$ cat src/rtl/sort_controller_if.sv
// Bundle between the bubble-sort controller, its host (start/done) and its datapath
// (status flags in, clr/ld/select/memory strobes out).
interface sort_controller_if #(
    parameter int DATAWIDTH = 32
);
    // Host handshake: start is a request level sampled only while busy=0; the
    // controller answers with busy for the whole sort and a single-cycle done
    // pulse in its last busy cycle. d_n must stay stable while busy=1.
    logic                 start;
    logic [DATAWIDTH-1:0] d_n;
    logic                 busy;
    logic                 done;

    logic c_lt_n_1;
    logic d_lt_n_c_1;
    logic t1_gt_t2;

    logic c_clr;
    logic c_ld;
    logic d_clr;
    logic d_ld;
    logic t1_clr;
    logic t1_ld;
    logic t2_clr;
    logic t2_ld;
    logic sel_add;
    logic sel_data;
    logic mem_rd;
    logic mem_wr;

    modport master (
        input  start, d_n, c_lt_n_1, d_lt_n_c_1, t1_gt_t2,
        output busy, done, c_clr, c_ld, d_clr, d_ld, t1_clr, t1_ld,
               t2_clr, t2_ld, sel_add, sel_data, mem_rd, mem_wr
    );

    modport slave (
        output start, d_n, c_lt_n_1, d_lt_n_c_1, t1_gt_t2,
        input  busy, done, c_clr, c_ld, d_clr, d_ld, t1_clr, t1_ld,
               t2_clr, t2_ld, sel_add, sel_data, mem_rd, mem_wr
    );
endinterface

$ cat src/rtl/sort_controller.sv
// Moore FSM sequencing an in-place ascending bubble sort of mem[0..d_n-1]
// over an external counter/temp-register datapath.
module sort_controller #(
    parameter int DATAWIDTH = 32
) (
    input  logic                dp_clk,
    input  logic                rst_n,
    sort_controller_if.master   bus,
    output logic [3:0]          dbg_state
);

    typedef enum logic [3:0] {
        IDLE = 4'd0,
        INIT = 4'd1,
        OCHK = 4'd2,
        DCLR = 4'd3,
        ICHK = 4'd4,
        RD1  = 4'd5,
        LD1  = 4'd6,
        LD2  = 4'd7,
        CMP  = 4'd8,
        WR1  = 4'd9,
        WR2  = 4'd10,
        DINC = 4'd11,
        CINC = 4'd12,
        DONE = 4'd13
    } state_t;

    localparam logic [DATAWIDTH-1:0] MIN_N = DATAWIDTH'(2);

    state_t state_q;
    state_t state_d;

    always_ff @(posedge dp_clk or negedge rst_n) begin
        if (!rst_n) begin
            state_q <= IDLE;
        end else begin
            state_q <= state_d;
        end
    end

    assign dbg_state = state_q;

    always_comb begin
        state_d      = state_q;
        bus.busy     = (state_q != IDLE);
        bus.done     = 1'b0;
        bus.c_clr    = 1'b0;
        bus.c_ld     = 1'b0;
        bus.d_clr    = 1'b0;
        bus.d_ld     = 1'b0;
        bus.t1_clr   = 1'b0;
        bus.t1_ld    = 1'b0;
        bus.t2_clr   = 1'b0;
        bus.t2_ld    = 1'b0;
        bus.sel_add  = 1'b0;
        bus.sel_data = 1'b0;
        bus.mem_rd   = 1'b0;
        bus.mem_wr   = 1'b0;

        case (state_q)
            IDLE: begin
                // Fewer than two elements skip the loops; n-1 would underflow at n=0.
                if (bus.start) begin
                    state_d = (bus.d_n < MIN_N) ? DONE : INIT;
                end
            end
            INIT: begin
                bus.c_clr  = 1'b1;
                bus.t1_clr = 1'b1;
                bus.t2_clr = 1'b1;
                state_d    = OCHK;
            end
            OCHK: state_d = bus.c_lt_n_1 ? DCLR : DONE;
            DCLR: begin
                bus.d_clr = 1'b1;
                state_d   = ICHK;
            end
            ICHK: state_d = bus.d_lt_n_c_1 ? RD1 : CINC;
            RD1: begin
                bus.mem_rd = 1'b1;
                state_d    = LD1;
            end
            LD1: begin
                // rdata from RD1 lands in t1 while the d+1 read is issued.
                bus.t1_ld   = 1'b1;
                bus.mem_rd  = 1'b1;
                bus.sel_add = 1'b1;
                state_d     = LD2;
            end
            LD2: begin
                bus.t2_ld = 1'b1;
                state_d   = CMP;
            end
            CMP: state_d = bus.t1_gt_t2 ? WR1 : DINC;
            WR1: begin
                bus.mem_wr   = 1'b1;
                bus.sel_data = 1'b1;
                state_d      = WR2;
            end
            WR2: begin
                bus.mem_wr  = 1'b1;
                bus.sel_add = 1'b1;
                state_d     = DINC;
            end
            DINC: begin
                bus.d_ld = 1'b1;
                state_d  = ICHK;
            end
            CINC: begin
                bus.c_ld = 1'b1;
                state_d  = OCHK;
            end
            DONE: begin
                bus.done = 1'b1;
                state_d  = IDLE;
            end
            default: state_d = IDLE;
        endcase
    end

endmodule

$ cat src/flat_wrapper.sv
// flat-port wrapper written by rule: the top's interface ports become plain ports
module sort_controller_flat 
#(
    parameter int DATAWIDTH = 32
)
  (dp_clk, rst_n, dbg_state, bus_start, bus_d_n, bus_c_lt_n_1, bus_d_lt_n_c_1, bus_t1_gt_t2, bus_busy, bus_done, bus_c_clr, bus_c_ld, bus_d_clr, bus_d_ld, bus_t1_clr, bus_t1_ld, bus_t2_clr, bus_t2_ld, bus_sel_add, bus_sel_data, bus_mem_rd, bus_mem_wr);
  sort_controller_if #(.DATAWIDTH(DATAWIDTH)) bus_i ();
  input  logic dp_clk;
  input  logic rst_n;
  output logic [3:0] dbg_state;
  input wire logic [$bits(bus_i.start)-1:0] bus_start;
  input wire logic [$bits(bus_i.d_n)-1:0] bus_d_n;
  input wire logic [$bits(bus_i.c_lt_n_1)-1:0] bus_c_lt_n_1;
  input wire logic [$bits(bus_i.d_lt_n_c_1)-1:0] bus_d_lt_n_c_1;
  input wire logic [$bits(bus_i.t1_gt_t2)-1:0] bus_t1_gt_t2;
  output wire logic [$bits(bus_i.busy)-1:0] bus_busy;
  output wire logic [$bits(bus_i.done)-1:0] bus_done;
  output wire logic [$bits(bus_i.c_clr)-1:0] bus_c_clr;
  output wire logic [$bits(bus_i.c_ld)-1:0] bus_c_ld;
  output wire logic [$bits(bus_i.d_clr)-1:0] bus_d_clr;
  output wire logic [$bits(bus_i.d_ld)-1:0] bus_d_ld;
  output wire logic [$bits(bus_i.t1_clr)-1:0] bus_t1_clr;
  output wire logic [$bits(bus_i.t1_ld)-1:0] bus_t1_ld;
  output wire logic [$bits(bus_i.t2_clr)-1:0] bus_t2_clr;
  output wire logic [$bits(bus_i.t2_ld)-1:0] bus_t2_ld;
  output wire logic [$bits(bus_i.sel_add)-1:0] bus_sel_add;
  output wire logic [$bits(bus_i.sel_data)-1:0] bus_sel_data;
  output wire logic [$bits(bus_i.mem_rd)-1:0] bus_mem_rd;
  output wire logic [$bits(bus_i.mem_wr)-1:0] bus_mem_wr;
  assign bus_i.start = bus_start;
  assign bus_i.d_n = bus_d_n;
  assign bus_i.c_lt_n_1 = bus_c_lt_n_1;
  assign bus_i.d_lt_n_c_1 = bus_d_lt_n_c_1;
  assign bus_i.t1_gt_t2 = bus_t1_gt_t2;
  assign bus_busy = bus_i.busy;
  assign bus_done = bus_i.done;
  assign bus_c_clr = bus_i.c_clr;
  assign bus_c_ld = bus_i.c_ld;
  assign bus_d_clr = bus_i.d_clr;
  assign bus_d_ld = bus_i.d_ld;
  assign bus_t1_clr = bus_i.t1_clr;
  assign bus_t1_ld = bus_i.t1_ld;
  assign bus_t2_clr = bus_i.t2_clr;
  assign bus_t2_ld = bus_i.t2_ld;
  assign bus_sel_add = bus_i.sel_add;
  assign bus_sel_data = bus_i.sel_data;
  assign bus_mem_rd = bus_i.mem_rd;
  assign bus_mem_wr = bus_i.mem_wr;
  sort_controller #(.DATAWIDTH(DATAWIDTH)) u_core (.dp_clk(dp_clk), .rst_n(rst_n), .bus(bus_i), .dbg_state(dbg_state));
endmodule
$ cat config.mk
export PLATFORM = sky130hd
export DESIGN_NAME = sort_controller_flat
export DESIGN_NICKNAME = d
export VERILOG_FILES = /design/src/rtl/sort_controller_if.sv /design/src/rtl/sort_controller.sv /design/src/flat_wrapper.sv
export SDC_FILE = /design/constraint.sdc
export NUM_CORES = 1
export LEC_CHECK = 0
export ABC_AREA = 1
export CAP_MARGIN = 10
export CORE_UTILIZATION = 28
export DETAILED_ROUTE_END_ITERATION = 8
export GPL_TIMING_DRIVEN = 0
export PLACE_DENSITY_LB_ADDON = 0.05
export SYNTH_ARGS = -nofsm -noshare
export SYNTH_HDL_FRONTEND = slang
export SYNTH_SLANG_ARGS = --single-unit
$ cat constraint.sdc
create_clock -name dp_clk -period 3.1 [get_ports dp_clk]
set_input_delay 0.31 -clock dp_clk [delete_from_list [all_inputs] [get_ports dp_clk]]
set_output_delay 0.31 -clock dp_clk [all_outputs]
set_load 0.1 [all_outputs]
==> metrics.csv <==
metric,value,unit
outcome,completed,
max_freq,373,MHz
rsz0062_at_grt,false,
total_power,0.00119,W
initial_core_util,0.304,
h-tree-depth,1,
synthAdderAreaFrac,0,
fin_setup_tns,0,ps
dp_slack,690,ps
cts_setup_buffers,0,
fp.dieW,42.9,microns
finalWorstSetupSlack,423,ps
hold_viol_final,0,
ys_types,15,
power.leakage,0.442,nW
holdBufCountCts,0,
cts_made_buffers,3,
antenna_found_initial,0,
synthesis.nets,125,
synth_seq_area_share,0.214,
end_kind,output port,
period_share,0.864,
clk_latency,230,ps
setup_viol,0,
firstDrtPassIters,4,
syn_area,468,sq um
grt.total_usage,0.169,
via_per_inst,4.44,
fin_cells,160,
slew_violations,0,
start_kind,flip-flop,
grt_max_degree,9,
crit_type,flip-flop to output port,
clockBufferDepth,2,
synth_area_leader_cell,nor2_1,
synth_top_family_by_area,simple AND/OR/NAND/NOR gates,
grt_pass1_wl,2420,microns
worst_pin_slew,978,ps
antenna_cells,0,
num_vias,710,
coreArea,1540,sq um
cts-resized-gates,0,
drt_iter0_drc,7,
arrival,2370,ps
port_buffers,54,
ir_worst_vdd,747,uV
wl_per_cell,9.28,microns
place_hpwl,1320,microns
drt-total-wl,1490,microns
grt-ovfl-total,0,
place.gp.congestion,0.863,
fin_crit,2680,ps
maxCapViolations,0,
drive_gt1_frac,0.118,
largest_register_ff_count,4,
muxShareOfSynthArea,0,
skew,3.69,ps
clock-sinks,4,
worstPathMaxFanout,6,
drc,0,
relSlewSlack,0.346,
ios,56,
ys_ff_latch,4,
clock-root-buffer,clkbuf_4,
ys_warn_count,0,
syn_area_per_cell,5.38,sq um
grt_pass1_vias,656,
fp.dieH,42.9,microns
synthCells,87,
ant_nets,0,
whs,276,ps
synth-simple-area-share,0.578,
rows,14,
clk_pin_slew,40,ps
yosys-top-cells-area,"nor2_1, dfrtp_1, nand2_1",
power_density,1130,nW/um^2
synth-xor-area-share,0,
area_delta_synth_final,126,%
dp.cells,157,
synth-compound-area-share,0.0802,
cts_tree,yes,
synth_top_area_share,0.273,
hold_class,primary input to async pin,
fp.dieArea,1840,sq um
crit_required,2790,ps
nNetsFinal,184,
-- final cells by class --
class                   instances  area (sq um)
inverters                      12          45.0
plain buffers                   2          15.0
clock buffers                   3          22.5
multi-input cells              69           317
repair buffers                 54           541
well taps                      16          20.0
fillers                       139           482
flip-flops and latches          4           100
-- critical path, cell delays in order, from the launching register on --
cell and delay (ps):
dfrtp_1 450, nand2_1 220, nand3_1 140, nor2_1 170
clkdlybuf4s50_1 1150
-- through the flow --
stage | area (sq um) | util
finish | 1060 | 0.688
floorplan | 477 | -
CTS | 1060 | 0.688
global placement | 1040 | 0.673
global route | 1060 | 0.688
detailed placement | 1040 | 0.673
-- layout by cell type, fill, tap and decap left out --
| master | n |
|---|---|
| nor2_1 | 34 |
| nand3_1 | 4 |
| clkdlybuf4s50_1 | 54 |
| nand2_1 | 17 |
| dfrtp_1 | 4 |
| a21oi_2 | 1 |
| nor3_2 | 1 |
| nor2_4 | 2 |
| nor2_2 | 3 |
| o22ai_1 | 1 |
| clkbuf_4 | 3 |
| nand3b_1 | 1 |
| nor3_1 | 1 |
| o211ai_1 | 1 |
| buf_4 | 2 |
| a21oi_1 | 2 |
| inv_1 | 7 |
| o2111ai_1 | 1 |
| inv_2 | 5 |
-- cell families (layout without fill, tap and decap cells) --
kind of cell	after synthesis	in the layout
simple gates	63	63
buf+inv	14	71
compound gates	6	6
flops	4	4
-- metal layers --
layer / vias up / track usage / routed length, microns
met5: - / 0 / 0
met3: 0 / 0.0426 / 128
met4: 0 / 0.0750 / 0
met2: 29 / 0.303 / 746
met1: 301 / 0.183 / 610
li1: 380 / - / -
-- where the power goes --
group | total, W | internal [W] | switching [W]
clock | 0.0000616 | 0.0000431 | 0.0000185
sequential | 0.000121 | 0.0000778 | 0.0000432
combinational | 0.00101 | 0.000256 | 0.000755
total | 0.00119 | 0.000377 | 0.000816
-- synth_stat cells --
master,instances
nor2_4,2
buf_4,2
nor2_1,34
nor2_2,3
dfrtp_1,4
nand2_1,17
nand3_1,4
nand3b_1,1
o2111ai_1,1
a21oi_1,3
o211ai_1,1
nor3_1,2
inv_2,5
inv_1,7
o22ai_1,1
-- final timing paths --
path	to	start	slack (ps)	cells after the start
max	bus_mem_rd	u_core.dbg_state[0]$_DFFE_PN0P_	420	4
min	u_core.dbg_state[2]$_DFFE_PN0P_	rst_n	280	1
max reg2reg	u_core.dbg_state[2]$_DFFE_PN0P_	u_core.dbg_state[2]$_DFFE_PN0P_	1840	7
min reg2reg	u_core.dbg_state[1]$_DFFE_PN0P_	u_core.dbg_state[1]$_DFFE_PN0P_	730	3
max in group asynchronous	u_core.dbg_state[0]$_DFFE_PN0P_	rst_n	2660	1
min in group dp_clk	u_core.dbg_state[1]$_DFFE_PN0P_	bus_t1_gt_t2	720	2
No activity file was read; power rests on OpenSTA's default activity.
